<file path="src/rtl/operand_bus_arbiter.sv">
// Two-port round-robin operand bus arbiter with a bounded burst and a
// one-entry registered output stage feeding the ALU operand input.
module operand_bus_arbiter #(
    parameter int WIDTH     = 32,
    parameter int MAX_BURST = 4
) (
    input  logic             clk,
    input  logic             reset,
    input  logic             req0_valid,
    input  logic [WIDTH-1:0] req0_data,
    output logic             req0_ready,
    input  logic             req1_valid,
    input  logic [WIDTH-1:0] req1_data,
    output logic             req1_ready,
    output logic             sel,
    output logic             out_valid,
    output logic [WIDTH-1:0] out_data,
    output logic             out_src,
    input  logic             out_ready
);

    localparam logic [3:0] BURST_LIM = 4'(MAX_BURST);
    localparam logic [3:0] BURST_SAT = 4'd15;

    typedef struct packed {
        logic             valid;
        logic [WIDTH-1:0] data;
    } req_t;

    req_t [1:0]  req;
    logic        owner;
    logic [3:0]  burst_cnt;
    logic        load_ok;
    logic        gnt_vld;
    logic        gnt;
    logic [WIDTH-1:0] mux_data;

    assign req[0]  = '{valid: req0_valid, data: req0_data};
    assign req[1]  = '{valid: req1_valid, data: req1_data};
    assign load_ok = !out_valid || out_ready;

    always_comb begin
        gnt_vld = 1'b0;
        gnt     = owner;
        if (!reset && load_ok) begin
            unique case ({req[1].valid, req[0].valid})
                2'b01: begin gnt_vld = 1'b1; gnt = 1'b0; end
                2'b10: begin gnt_vld = 1'b1; gnt = 1'b1; end
                // Contention: owner keeps the bus until its burst is used up.
                2'b11: begin
                    gnt_vld = 1'b1;
                    gnt     = (burst_cnt < BURST_LIM) ? owner : !owner;
                end
                default: begin gnt_vld = 1'b0; gnt = owner; end
            endcase
        end
    end

    assign sel        = gnt;
    assign req0_ready = gnt_vld && !gnt;
    assign req1_ready = gnt_vld && gnt;
    assign mux_data   = req[sel].data;

    always_ff @(posedge clk) begin
        if (reset) begin
            out_valid <= 1'b0;
            out_data  <= '0;
            out_src   <= 1'b0;
            owner     <= 1'b0;
            burst_cnt <= '0;
        end else if (load_ok) begin
            if (gnt_vld) begin
                out_valid <= 1'b1;
                out_data  <= mux_data;
                out_src   <= gnt;
                if (gnt == owner) begin
                    if (burst_cnt != BURST_SAT)
                        burst_cnt <= burst_cnt + 4'd1;
                end else begin
                    owner     <= gnt;
                    burst_cnt <= 4'd1;
                end
            end else begin
                // Nothing requested: drain the stage and restart the burst window.
                out_valid <= 1'b0;
                burst_cnt <= '0;
            end
        end
    end

endmodule

</file>
<file path="config.mk">
export PLATFORM = sky130hd
export DESIGN_NAME = operand_bus_arbiter
export DESIGN_NICKNAME = d
export VERILOG_FILES = /design/src/rtl/operand_bus_arbiter.sv
export SDC_FILE = /design/constraint.sdc
export NUM_CORES = 1
export LEC_CHECK = 0
export CORE_AREA = 3 3 84 46
export DETAILED_ROUTE_END_ITERATION = 10
export DIE_AREA = 0 0 87 49
export DONT_BUFFER_PORTS = 1
export PLACE_DENSITY_LB_ADDON = 0.12
export SLEW_MARGIN = 20
export SYNTH_ARGS = -nofsm -noshare
export SYNTH_HDL_FRONTEND = slang
export SYNTH_SLANG_ARGS = --single-unit
</file>
<file path="constraint.sdc">
create_clock -name clk -period 2.4 [get_ports clk]
set_input_delay 0.12 -clock clk [delete_from_list [all_inputs] [get_ports clk]]
set_output_delay 0.12 -clock clk [all_outputs]
set_load 0.05 [all_outputs]
</file>
==> run summary <==
The final routed wire length divided by cell count was 18.85 um; the mean instance size in the synthesized netlist was 7.903 um^2. In this run the power density over the cells is 674.2 nW/um^2. Setup violations remaining at the end of the flow were counted as 0. The number of remaining DRC errors is 0, and the global-route wire length before repair is 8818 um. The cell sitting at the root of the clock tree is a clkbuf_8. The initial core utilization is 61.88%. Buffers added to address setup during post-CTS repair amount to 0. For the half-perimeter wire length of the detailed placement result, the log shows 3539 um.

For this run, the leading register cell type out of synthesis is dfxtp_1. The logs give 0.28 ns for the insertion delay to the later sink of the worst-skew pair and 2.37 ns for the arrival time at the worst endpoint. The via-per-instance ratio is 6.628, and the overall die area is 4263 um^2. Entering global routing, the biggest net connects 42 pins. The number of antenna cells inserted is 0.

Ranked by instance count, the synthesized netlist is headed by dfxtp_1, nand3_1, nand2_1. The tools report the number of max-cap violations as 0. Timing would allow up to 456.3 MHz. The die height was 49 um. The number of clock buffers added by TritonCTS is 5.

The max-slew violation total from the final report was 0; the via count of the routed design was 1975. The tightest min-delay check is of the input port to flop type. Setup repair after global routing left no endpoint under its margin. The number of hold violations in the final report is 0. The tools report the type of destination of the critical path as a flop. The number of different library cells in the post-synthesis netlist came out at 30. TritonCTS built the clock tree. No sink is reached through more buffers than the 2 on the longest clock path. The logs give 0.21 ns for the worst-case register-to-register setup slack and 264 for the total placed cells including tap cells. The maximum fanout along the worst path is 17. In the final design database the tool counted 328 nets. CTS built an H-tree with a depth of 2. The clock edge transition at the registers on the reported setup and hold paths came out at 0.07 ns.

The synthesized design devotes to its leading area cell type 41.16% of total area. For the final routed database, the setup TNS stands at 0 ns. The number of optimization iterations in the first detailed-route pass was 4; the routability-driven placement congestion ratio was 0.7449. The die extent in x is 87 um, and the largest clock skew in the final design is 0.004880 ns. The clock period could shrink to 2.191 ns.

For the total congestion overflow, the log shows 0. Cells fill 73.51% of the core in the end. The startpoint identified for the worst register-to-register timing path is burst_cnt[2]$_SDFFE_PP0P_. Most repeated cell in the gate-level netlist after synthesis: dfxtp_1. After synthesis the cells add up to 1897 um^2.

The run gives 0 as the initial antenna violation count. Detailed router's first-iteration violation count: 100. Yosys mapped a number of flops with a built-in enable equal to 0. The number of primary I/O pins came out at 106. Cell type with the largest total area after synthesis: dfxtp_1. The number of global-route vias before repair is 1843. The flow ran to the end, and the final reports show no timing, DRC or antenna violations. The logs give 0.009214 ns for the worst hold slack and 2.57 ns for the worst endpoint required time. The worst pin sits at a relative slew slack of 64.35%. For this design the static power due to leakage is 0.7581 nW.

The core region is 3065 um^2. The logs give 0.4773 mV for the highest ir drop seen on vdd and 41.16% for the share of the yosys chip area belonging to registers. The worst register-to-register path has a depth of 6. Counting every net in the synthesized netlist gives 310. The routed design has 5618 um of wire.

The share of synthesized flip-flops with an asynchronous set or reset was 0%; the final critical-path share of the clock period was 91.31%. The worst hold path terminates at out_data[17]$_SDFFE_PP0P_. Synthesis handed over a netlist of 240 instances. The growth of design area from synthesis to finish is 18.80%. Input and output buffers added on the ports amount to 0.

The logs give 0 for the number of synthesis warnings and 39 for the clock sink count. The number of fillers in the final layout is 236. In the post-synthesis netlist, the biggest area contributors are dfxtp_1, nand4_1, a31oi_1. In the global route stage, overall resource usage came out at 25.67%.

The critical register-to-register path endpoint was out_data[29]$_SDFFE_PP0P_. After floorplanning, the core was divided into 14 placement rows. The layout cell share with drive strength beyond 1 is 9.302%. The count of non-filler cells in the finished layout is 298. The actual transition at the worst max-transition pin works out to 0.5341 ns. By startpoint and endpoint, the worst setup path is classified as flop to flop. The detail route stage leaves a number of antenna-violating nets equal to 0. The type of element launching the critical path is a flop. Along the worst hold path, the cell count comes to 2. In this run the most critical hold path is launched from req0_data[17]. Counting flops and latches in the post-synthesis netlist gives 39.
[metrics by stage]
| step | cell area, um^2 | total power [W] | worst slack [ns] |
|---|---|---|---|
| after floorplan | 1897 | 0.001023 | 0.1442 |
| after global placement | 1886 | 0.001036 | 0.7022 |
| after detailed placement | 1886 | 0.001042 | 0.6380 |
| after CTS | 2233 | 0.001528 | 0.1160 |
| after global routing | 2253 | 0.001594 | 0.04367 |
| final | 2253 | 0.001519 | 0.2087 |
[cells in the final DEF (no fill, tap or decap), types with 2 or more instances in the layout]
cell	n
nand4_1	33
buf_4	10
dlygate4sd3_1	26
nor3_1	3
a31oi_1	32
o21ai_0	5
and2_1	2
nand2_1	34
clkbuf_8	6
nor2b_1	4
a21oi_1	6
dfxtp_1	39
and3_1	2
or3_1	2
nand3_1	35
nor2_1	4
[critical path, cell delays in order, from the launching register on]
cell,delay (ns)
dfxtp_1,0.35
or3_1,0.40
a21bo_2,0.34
buf_4,0.24
nand4_1,0.11
a31oi_1,0.08
dlygate4sd3_1,0.55
[worst max-delay path by stage]
| stage | cells after the start | startpoint | slack [ns] | end |
|---|---|---|---|---|
| floorplan | 4 | out_valid$_SDFFE_PP0N_ | 0.14 | sel |
| global placement | 5 | burst_cnt[2]$_SDFFE_PP0P_ | 0.70 | out_data[20]$_SDFFE_PP0P_ |
| detailed placement | 5 | burst_cnt[2]$_SDFFE_PP0P_ | 0.64 | out_data[25]$_SDFFE_PP0P_ |
| CTS | 6 | burst_cnt[2]$_SDFFE_PP0P_ | 0.12 | out_data[29]$_SDFFE_PP0P_ |
| global route | 6 | burst_cnt[2]$_SDFFE_PP0P_ | 0.04 | out_data[29]$_SDFFE_PP0P_ |
| finish | 6 | burst_cnt[2]$_SDFFE_PP0P_ | 0.21 | out_data[29]$_SDFFE_PP0P_ |
[sequential cells by signal, indices dropped and copies added, names as in the netlist]
| name | flops |
|---|---|
| burst_cnt | 4 |
| out_data | 32 |
| out_src | 1 |
| out_valid | 1 |
| owner | 1 |
[where the power goes]
group,internal [W],switching [W],leakage [nW]
Clock,0.000225,0.000216,0.0470
Combinational,0.000102,0.000134,0.391
Sequential,0.000688,0.000154,0.320
[cells by family (layout without fill, tap and decap cells)]
logic type | after synthesis | count (layout) | share of synthesized area, %
multiplexers | 1 | 1 | 0.5277
AO/OA/AOI/OAI | 48 | 48 | 15.77
flip-flops | 39 | 39 | 41.16
buffers and inverters | 26 | 44 | 7.651
AND/OR/NAND/NOR | 125 | 125 | 34.23
adder cells (fa/ha/maj) | 1 | 1 | 0.6595
[layout make-up]
cell class	instances	area (um^2)	share of cell area [%]
tap	40	50.05	2.221
timing repair buffer	37	355.3	15.77
clock buffer	6	82.58	3.665
clock inverter	1	5.005	0.2221
sequential	39	780.7	34.65
multi-input combinational	175	979.7	43.48
[repair_timing]
item | CTS | global route
endpoints found under the setup margin | 0 | 1
hold buffers | 25 | 2
hold endpoints to repair | 38 | 2
resized for setup | 0 | 1
[routing by layer]
metal / up-vias / part of all wire [%] / track usage [%]
li1: 933 / - / -
met1: 925 / 39 / 31.06
met2: 110 / 50 / 45.21
met3: 7 / 10 / 8.094
met4: 0 / 0.66 / 3.886
met5: - / 0 / 0
No activity file was read; power rests on OpenSTA's default activity.
